$ cat config.mk
export PLATFORM = sky130hd
export DESIGN_NAME = paddle_bbox_tracker
export DESIGN_NICKNAME = d
export VERILOG_FILES = /design/src/rtl/paddle_pkg.sv /design/src/rtl/minmax_accum.sv /design/src/rtl/paddle_bbox_tracker.sv
export SDC_FILE = /design/constraint.sdc
export NUM_CORES = 1
export LEC_CHECK = 0
export CORE_AREA = 2 2 119 121
export CTS_BUF_LIST = sky130_fd_sc_hd__clkbuf_4 sky130_fd_sc_hd__clkbuf_8
export DETAILED_ROUTE_END_ITERATION = 10
export DIE_AREA = 0 0 121 123
export GPL_TIMING_DRIVEN = 0
export HOLD_SLACK_MARGIN = 0.08
export PLACE_DENSITY = 0.9
export RECOVER_POWER = 50
export REMOVE_ABC_BUFFERS = 1
export SYNTH_ARGS = -nofsm -noshare
export SYNTH_HDL_FRONTEND = slang
export SYNTH_SLANG_ARGS = --single-unit
$ cat constraint.sdc
create_clock -name clk -period 4.2 [get_ports clk]
set_input_delay 0.63 -clock clk [delete_from_list [all_inputs] [get_ports clk]]
set_output_delay 0.63 -clock clk [all_outputs]
set_load 0.02 [all_outputs]
$ cat src/rtl/paddle_pkg.sv
// Shared definitions for the paddle bounding-box tracker.
// Holds the coordinate and counter widths, the "empty accumulator" constants,
// the FSM state type and the edge-averaging helper. The helper is only used
// when the build defines PADDLE_SMOOTH_EN.
package paddle_pkg;

  localparam int COORD_W = 13;
  localparam int CNT_W   = 20;

  // An empty accumulator has min above any real coordinate and max below it,
  // so the first qualifying pixel wins both comparisons.
  localparam logic [COORD_W-1:0] EMPTY_MIN = {COORD_W{1'b1}};
  localparam logic [COORD_W-1:0] EMPTY_MAX = {COORD_W{1'b0}};

  // The pixel counter stops here instead of wrapping back to a small value.
  localparam logic [CNT_W-1:0] CNT_MAX = {CNT_W{1'b1}};

  typedef enum logic {
    ACCUM  = 1'b0,
    COMMIT = 1'b1
  } state_t;

  // Average of the committed edge and the new frame's edge. The sum is one bit
  // wider than a coordinate so that the carry survives the halving.
  function automatic logic [COORD_W-1:0] smoothEdge(
    input logic [COORD_W-1:0] oldEdge,
    input logic [COORD_W-1:0] newEdge
  );
    logic [COORD_W:0] sum;
    sum = {1'b0, oldEdge} + {1'b0, newEdge};
    return sum[COORD_W:1];
  endfunction

endpackage

$ cat src/rtl/minmax_accum.sv
// Running minimum/maximum of one coordinate axis for the paddle tracker.
// The tracker instantiates this once for X and once for Y. Besides holding the
// running extremes, the block exposes their next-cycle values. This lets the
// tracker commit a frame that includes a pixel arriving in the frame_end cycle.
module minmax_accum
  import paddle_pkg::*;
(
  input  logic               clk,
  input  logic               reset,
  input  logic               clear,
  input  logic               update,
  input  logic [COORD_W-1:0] coord,
  output logic [COORD_W-1:0] nextMin,
  output logic [COORD_W-1:0] nextMax
);

  logic [COORD_W-1:0] minVal;
  logic [COORD_W-1:0] maxVal;

  // Next extremes: optionally restart from empty, then fold in this cycle's pixel.
  // Clearing and seeding happen in the same cycle, so a pixel arriving in the
  // commit cycle starts the next frame.
  always_comb begin
    nextMin = minVal;
    nextMax = maxVal;
    if (clear) begin
      nextMin = EMPTY_MIN;
      nextMax = EMPTY_MAX;
    end
    if (update) begin
      if (coord < nextMin) begin
        nextMin = coord;
      end
      if (coord > nextMax) begin
        nextMax = coord;
      end
    end
  end

  // Register the extremes. Reset drops them back to the empty state.
  always_ff @(posedge clk) begin
    if (reset) begin
      minVal <= EMPTY_MIN;
      maxVal <= EMPTY_MAX;
    end else begin
      minVal <= nextMin;
      maxVal <= nextMax;
    end
  end

endmodule

$ cat src/rtl/paddle_bbox_tracker.sv
// Paddle bounding-box tracker.
// Colour-matched pixels are streamed in. The tracker accumulates their
// bounding box and pixel count over a frame. On frame_end it commits the box
// to the outputs, provided enough pixels matched.
// The FSM spends one COMMIT cycle per frame. newFrame is high for exactly that
// cycle. The outputs already hold the new box and validity while newFrame is high.
// Optional build macro: PADDLE_SMOOTH_EN. When it is defined, each committed
// edge is the average of the old and new edges. A commit that follows an
// invalid frame still loads the new edges directly.
module paddle_bbox_tracker
  import paddle_pkg::*;
#(
  parameter int IMG_W      = 640,
  parameter int IMG_H      = 480,
  parameter int MIN_PIXELS = 64
) (
  input  logic               clk,
  input  logic               reset,
  input  logic               pixel_valid,
  input  logic [COORD_W-1:0] pixel_x,
  input  logic [COORD_W-1:0] pixel_y,
  input  logic               pixel_match,
  input  logic               frame_end,
  output logic [COORD_W-1:0] paddleLeft,
  output logic [COORD_W-1:0] paddleRight,
  output logic [COORD_W-1:0] paddleTop,
  output logic [COORD_W-1:0] paddleBottom,
  output logic               paddleValid,
  output logic               newFrame
);

  // The limits are one bit wider than a coordinate, so an image dimension up to
  // 2^COORD_W can be compared without truncation.
  localparam logic [COORD_W:0] X_LIM   = (COORD_W+1)'(IMG_W);
  localparam logic [COORD_W:0] Y_LIM   = (COORD_W+1)'(IMG_H);
  localparam logic [CNT_W:0]   CNT_MIN = (CNT_W+1)'(MIN_PIXELS);

  state_t             state;
  logic               inCommit;
  logic               qualify;
  logic [CNT_W-1:0]   count;
  logic [CNT_W-1:0]   countBase;
  logic [CNT_W-1:0]   nextCount;
  logic               enoughPixels;
  logic [COORD_W-1:0] nextMinX;
  logic [COORD_W-1:0] nextMaxX;
  logic [COORD_W-1:0] nextMinY;
  logic [COORD_W-1:0] nextMaxY;

  assign inCommit = (state == COMMIT);

  // A pixel counts only if it is valid, matches the paddle colour and lies
  // inside the active image.
  always_comb begin
    qualify = pixel_valid & pixel_match &
              ({1'b0, pixel_x} < X_LIM) &
              ({1'b0, pixel_y} < Y_LIM);
  end

  minmax_accum xAxis (
    .clk     (clk),
    .reset   (reset),
    .clear   (inCommit),
    .update  (qualify),
    .coord   (pixel_x),
    .nextMin (nextMinX),
    .nextMax (nextMaxX)
  );

  minmax_accum yAxis (
    .clk     (clk),
    .reset   (reset),
    .clear   (inCommit),
    .update  (qualify),
    .coord   (pixel_y),
    .nextMin (nextMinY),
    .nextMax (nextMaxY)
  );

  // Next pixel count. The count restarts in the commit cycle and may be seeded
  // by that cycle's pixel. It saturates instead of wrapping, so a huge blob can
  // never look like a small one.
  always_comb begin
    countBase = inCommit ? '0 : count;
    nextCount = countBase;
    if (qualify && (countBase != CNT_MAX)) begin
      nextCount = countBase + 1'b1;
    end
    enoughPixels = ({1'b0, nextCount} >= CNT_MIN);
  end

  // Hold the running pixel count for the frame in progress.
  always_ff @(posedge clk) begin
    if (reset) begin
      count <= '0;
    end else begin
      count <= nextCount;
    end
  end

  // Frame FSM with registered outputs. frame_end in ACCUM commits the frame,
  // including any pixel arriving in the same cycle, on the edge that enters
  // COMMIT. COMMIT always returns to ACCUM, so a frame_end seen there is ignored.
  always_ff @(posedge clk) begin
    if (reset) begin
      state        <= ACCUM;
      newFrame     <= 1'b0;
      paddleValid  <= 1'b0;
      paddleLeft   <= '0;
      paddleRight  <= '0;
      paddleTop    <= '0;
      paddleBottom <= '0;
    end else if (state == ACCUM) begin
      newFrame <= 1'b0;
      if (frame_end) begin
        state    <= COMMIT;
        newFrame <= 1'b1;
        if (enoughPixels) begin
          paddleValid <= 1'b1;
`ifdef PADDLE_SMOOTH_EN
          if (paddleValid) begin
            paddleLeft   <= smoothEdge(paddleLeft,   nextMinX);
            paddleRight  <= smoothEdge(paddleRight,  nextMaxX);
            paddleTop    <= smoothEdge(paddleTop,    nextMinY);
            paddleBottom <= smoothEdge(paddleBottom, nextMaxY);
          end else begin
            paddleLeft   <= nextMinX;
            paddleRight  <= nextMaxX;
            paddleTop    <= nextMinY;
            paddleBottom <= nextMaxY;
          end
`else
          paddleLeft   <= nextMinX;
          paddleRight  <= nextMaxX;
          paddleTop    <= nextMinY;
          paddleBottom <= nextMaxY;
`endif
        end else begin
          paddleValid <= 1'b0;
        end
      end
    end else begin
      state    <= ACCUM;
      newFrame <= 1'b0;
    end
  end

endmodule
=== Yosys cells after proc, flatten, opt, wreduce, memory -nomap -nowiden ===
Cells that the tools add are included.

* Bitwise gates (word level): 4
* $lt $le $gt $ge: 7
* Reduce and logical (&&, ||, !) cells: 4
* Muxes and demuxes: 16
* Equality and inequality tests: 1
* Add/subtract/negate cells: 1

{| class="wikitable"
|+ Operators by type and width
! kind !! number
|-
| 13-bit two-way mux || 12
|-
| 20-bit two-way mux || 2
|-
| 13-bit greater-than comparator || 2
|-
| 13-bit < comparator || 2
|-
| 20-bit by 1-bit adder with 20-bit output, second input constant || 1
|-
| 20-bit by 7-bit greater-or-equal comparator with 1-bit output, second input constant || 1
|-
| 20-bit inequality test, second input constant || 1
|-
| 13-bit by 10-bit < comparator with 1-bit output, second input constant || 1
|-
| 13-bit by 9-bit < comparator with 1-bit output, second input constant || 1
|-
| 1-bit bitwise AND || 3
|-
| 3-bit AND reduction || 1
|-
| 1-bit two-way mux || 2
|-
| 2-bit AND reduction || 1
|-
| 2-bit OR reduction || 1
|-
| 1-bit logical AND || 1
|-
| 1-bit NOT || 1
|}

* Output and inout bits: 54
* Logic and storage cells: 44
* Register bits: 126

=== Logic depth before layout (Yosys ltp) ===
* Depth after elaboration: 7
* Depth in mapped cells: 18
* Depth with buffers taken out: 10

=== By module ===
From an unflattened synthesis, not the netlist that was laid out.

* Cell total of the unflattened synthesis: 1024
* Area total of the unflattened synthesis: 8501.9 um^2

{| class="wikitable"
|+ Modules (own cells, without submodules)
! module !! times used !! cells each !! area each (um^2)
|-
| paddle_bbox_tracker || 1 || 549 || 4395.5
|-
| minmax_accum at yAxis || 1 || 256 || 2192.1
|-
| minmax_accum at xAxis || 1 || 219 || 1914.3
|}

=== Worst setup path before layout ===
Ideal clock, no wire load.

* Path kind: reg2reg
* From: register state, in the netlist inCommit
* To: register paddleRight[0]
* Period minus slack after synthesis: 4255 ps
* Arrival time: 4132 ps
* Data required time: 4077 ps
* Path buffers: 6
* Stages on the path, launching flop included: 17
* Setup slack: -55 ps
* Setup time: 123 ps
* Cell sequence: dfxtp_1 -> buf_2 -> clkbuf_1 -> clkbuf_1 -> clkbuf_1 -> clkbuf_1 -> nor2b_1 -> ha_1 -> and2_1 -> nand4_1 -> o211ai_4 -> or4_1 -> a21oi_1 -> nand4_1 -> o21ai_2 -> buf_4 -> mux2_1

* Cells in the longest elaborated chain, start to end: 6
* Elaborated cells on any way between the ends: 12

{| class="wikitable"
|+ Ends and longest elaborated chain
! element !! line !! text
|-
| start: declaration || paddle_bbox_tracker.sv:38 || <nowiki>state_t state;</nowiki>
|-
| start signal: assignment || paddle_bbox_tracker.sv:106 || <nowiki>state <= ACCUM;</nowiki>
|-
| start signal: assignment || paddle_bbox_tracker.sv:116 || <nowiki>state <= COMMIT;</nowiki>
|-
| start signal: assignment || paddle_bbox_tracker.sv:143 || <nowiki>state <= ACCUM;</nowiki>
|-
| branches (longest 6 deep; another with 20-bit by 1-bit adder with 20-bit output) || n/a ||
|-
| end signal: assignment || paddle_bbox_tracker.sv:134 || <nowiki>paddleRight <= nextMaxX;</nowiki>
|-
| end: declaration || paddle_bbox_tracker.sv:25 || <nowiki>output logic [COORD_W-1:0] paddleRight,</nowiki>
|}

Parallel ways; which one is timed is not known.
A chain may end at the register's enable or synchronous reset.

=== Worst setup path in the final report ===
* From: input port pixel_y[11]
* To: register paddleRight[1]

* Cells in the longest elaborated chain, start to end: 6
* Elaborated cells on any way between the ends: 7

{| class="wikitable"
|+ Ends and longest elaborated chain
! element !! line !! text
|-
| start: declaration || paddle_bbox_tracker.sv:21 || <nowiki>input logic [COORD_W-1:0] pixel_y,</nowiki>
|-
| 13-bit by 9-bit < comparator with 1-bit output * || paddle_bbox_tracker.sv:57 || <nowiki>({1'b0, pixel_y} < Y_LIM);</nowiki>
|-
| 1-bit bitwise AND * || paddle_bbox_tracker.sv:56 || <nowiki>({1'b0, pixel_x} < X_LIM) &</nowiki>
|-
| 1-bit logical AND || paddle_bbox_tracker.sv:86 || <nowiki>if (qualify && (countBase != CNT_MAX)) begin</nowiki>
|-
| 20-bit two-way mux || paddle_bbox_tracker.sv:86 ||
|-
| 20-bit by 7-bit greater-or-equal comparator with 1-bit output || paddle_bbox_tracker.sv:89 || <nowiki>enoughPixels = ({1'b0, nextCount} >= CNT_MIN);</nowiki>
|-
| 3-bit AND reduction (no source line) || n/a ||
|}

Every way passes the cells marked *; elsewhere a longest branch is shown, timed or not.

==> impl_metrics.csv <==
group,metric,value,unit
sta,slew_headroom,0.2610,
sta,fin_crit_sh,0.9945,
detailed_routing,drc,0,
sta,maxSlewViolCount,0,
run,cap_violations,0,
synthesis,synthFlopType,"dfxtp_1",
layout,mostFrequentLayoutCells,"dfxtp_1 (125), nor2_1 (101), dlygate4sd3_1 (54), ha_1 (51), nand2_1 (43)",
cts,cts_tree,"built",
synthesis,async_flop_share,0,
synthesis,synth_edf_count,0,
placement,place_area,7965,um2
cts,cts_buffer_depth,2,
grt,overflow,0,
hold_path,hp-class,"flop to flop",
sta,setup_ws,0.02291,ns
die,rows,43,
layout,synthToLayoutAreaGrowth,21.32,%
synthesis,seq_area_frac_synth,0.3610,
status,status,"finished clean",
sta,fmax,239.4,MHz
layout,fin_nets,950,
layout,n_antenna_cell,0,
die,die_w,121,um
detailed_routing,wl_per_cell,17.68,um
layout,num-fill-cells,1037,
setup_path,cp_max_fo,7,
placement,dp_cells,1020,
grt,antenna_found_initial,0,
grt,grt_pass1_wl,29510,um
setup_path,worst_ep_arrival_time,4.52,ns
synthesis,syn_avg_cell_area,8.724,um2
detailed_routing,vias_per_cell,6.098,
setup_path,ff2ff_path_depth,13,
sta,hold_viol_final,0,
die,io_pins,85,
detailed_routing,totalWireLength,18740,um
detailed_routing,ant_nets,0,
grt,grt_max_degree,81,
sta,finalSetupViolCount,0,
setup_path,critPathRequiredTime,4.54,ns
pwr,ir_drop,0.1735,mV
cts,clock-sinks,126,
die,fp.dieH,123,um
sta,skew,0.009877,ns
synthesis,ys_ff_latch,126,
layout,stdcell_area,8478,um2
cts,cts_root_buffer,"clkbuf_8",
placement,numPortBuffers,84,
die,core_area,13610,um2
placement,place_congestion,0.9453,
grt,grt_pass1_vias,6103,
cts,clock_latency,0.46,ns
pwr,p_leak,3.377,nW
placement,hpwl,12340,um
cts,htreeDepth,4,
setup_path,crit_path_end_kind,"flop",
synthesis,synthCells,801,
detailed_routing,drt-pass1-iter-count,7,
layout,final_common_cell,"dfxtp_1",
pwr,cellPowerDensity,296.1,nW/um2
setup_path,worst-setup-path-type,"primary input to flop",
hold_path,hold_depth,2,
cts,path_clk_slew,0.07,ns
detailed_routing,vias,6464,
synthesis,syn_area,6988,um2
sta,period_needed,4.177,ns
synthesis,synthDistinctLibCells,63,
detailed_routing,drt_iter0_drc,588,
die,start_util,0.5134,
layout,instances_no_fill,1060,
layout,utilization,0.6229,
placement,dp_slack,-0.8447,ns
grt,track_usage,0.2484,
layout,drive_gt1_frac,0.1011,
synthesis,yosysWarnings,0,
cts,cts_buffers,17,
die,die_area,14880,um2
setup_path,start_kind,"primary input",
sta,worst_pin_slew,1.106,ns
-- critical path, stage by stage --
cell and delay, ns:
clkdlybuf4s50_1 0.57, or4b_4 0.61, or2_1 0.29, or2_0 0.46, a21oi_1 0.32, a41oi_2 0.30
or3_1 0.56, o21ai_4 0.25, buf_4 0.21, mux2_1 0.33
-- per-stage QoR --
step	hold slack [ns]	total power [mW]	TNS (ns)
3_3_place_gp	0.4430	1.372	-229.98
6_report	0.4513	2.510	0
5_1_grt	0.4712	2.592	-0.6949
2_1_floorplan	0.4575	1.296	-43.76
3_5_place_dp	0.4488	1.381	-25.83
4_1_cts	0.4598	2.522	0
-- worst paths after layout --
kind / endpoint / slack [ns] / start
hold / removal: paddleBottom[7]$_SDFFE_PP0P_ / 0.45 / paddleBottom[7]$_SDFFE_PP0P_
setup / recovery: paddleRight[1]$_SDFFE_PP0P_ / 0.02 / pixel_y[11]
hold reg to reg: paddleBottom[7]$_SDFFE_PP0P_ / 0.45 / paddleBottom[7]$_SDFFE_PP0P_
setup reg to reg: paddleRight[1]$_SDFFE_PP0P_ / 0.08 / inCommit$_SDFF_PP0_
-- power breakdown --
group / leakage, nW / internal (mW) / switching, mW
Combinational: 2.14 / 0.0617 / 0.0952
Clock: 0.221 / 0.669 / 0.483
Sequential: 1.02 / 1.19 / 0.00614
Total: 3.38 / 1.93 / 0.584
-- synth_stat cells, types with 9 or more instances --
cell type | instances | share of area
mux2i_1 | 16 | 0.023
xnor2_1 | 19 | 0.024
nand3_1 | 19 | 0.014
clkbuf_1 | 38 | 0.020
a2111o_1 | 9 | 0.015
a311o_1 | 9 | 0.013
nor3_1 | 23 | 0.016
nand2_1 | 43 | 0.023
nor2b_1 | 24 | 0.021
a21oi_1 | 31 | 0.022
nand2b_1 | 34 | 0.030
o221ai_1 | 9 | 0.011
mux2_1 | 13 | 0.021
mux2_2 | 10 | 0.016
a211oi_1 | 34 | 0.037
nor2_1 | 101 | 0.054
ha_1 | 51 | 0.091
and4_1 | 13 | 0.016
o21ai_0 | 34 | 0.024
inv_1 | 27 | 0.015
and2_1 | 13 | 0.012
dfxtp_1 | 126 | 0.36
nand4_1 | 15 | 0.013
-- layer usage --
metal  vias to the layer above  part of all wire  track usage
li1                       3028                 -            -
met1                      3035              0.42       0.3101
met2                       324              0.46       0.4052
met3                        77             0.088      0.07103
met4                         0             0.036      0.09956
met5                         -                 0            0
-- kinds of logic after synthesis --
logic type,Yosys count,synth area share
AOI/OAI and AO/OA,162,0.1680
xor gates and xnor gates,21,0.02632
adders and majority gates,51,0.09132
buffers and inverters,81,0.05192
DFF,126,0.3610
muxes,40,0.06213
and+or+nand+nor,320,0.2394
-- timing repair --
| item | 4_1_cts | 5_1_grt |
|---|---|---|
| gates cloned | 0 | 2 |
| endpoints found under the setup margin | 43 | 53 |
| resized for setup | 1 | 3 |
| pin swaps | 2 | 2 |
| endpoints found under the hold margin | 0 | 0 |
| hold buffers | 0 | 0 |
| setup buffers | 5 | 2 |
-- state kept, by name, summed over array words and instances, names as in the netlist --
name	cells
count	20
inCommit	1
paddleBottom	13
paddleLeft	13
paddleRight	13
paddleTop	13
paddleValid	1
xAxis.maxVal	13
xAxis.minVal	13
yAxis.maxVal	13
yAxis.minVal	13
-- final cells by class --
type	count	area, um2	area share
tap	180	225.2	0.02656
sequential	126	2526	0.2980
inverter	28	106.4	0.01254
clock buffer	19	261.5	0.03084
multi-input combinational	596	4164	0.4911
timing repair buffer	99	1028	0.1213
clock inverter	12	166.4	0.01963
No activity file was read; power rests on OpenSTA's default activity.
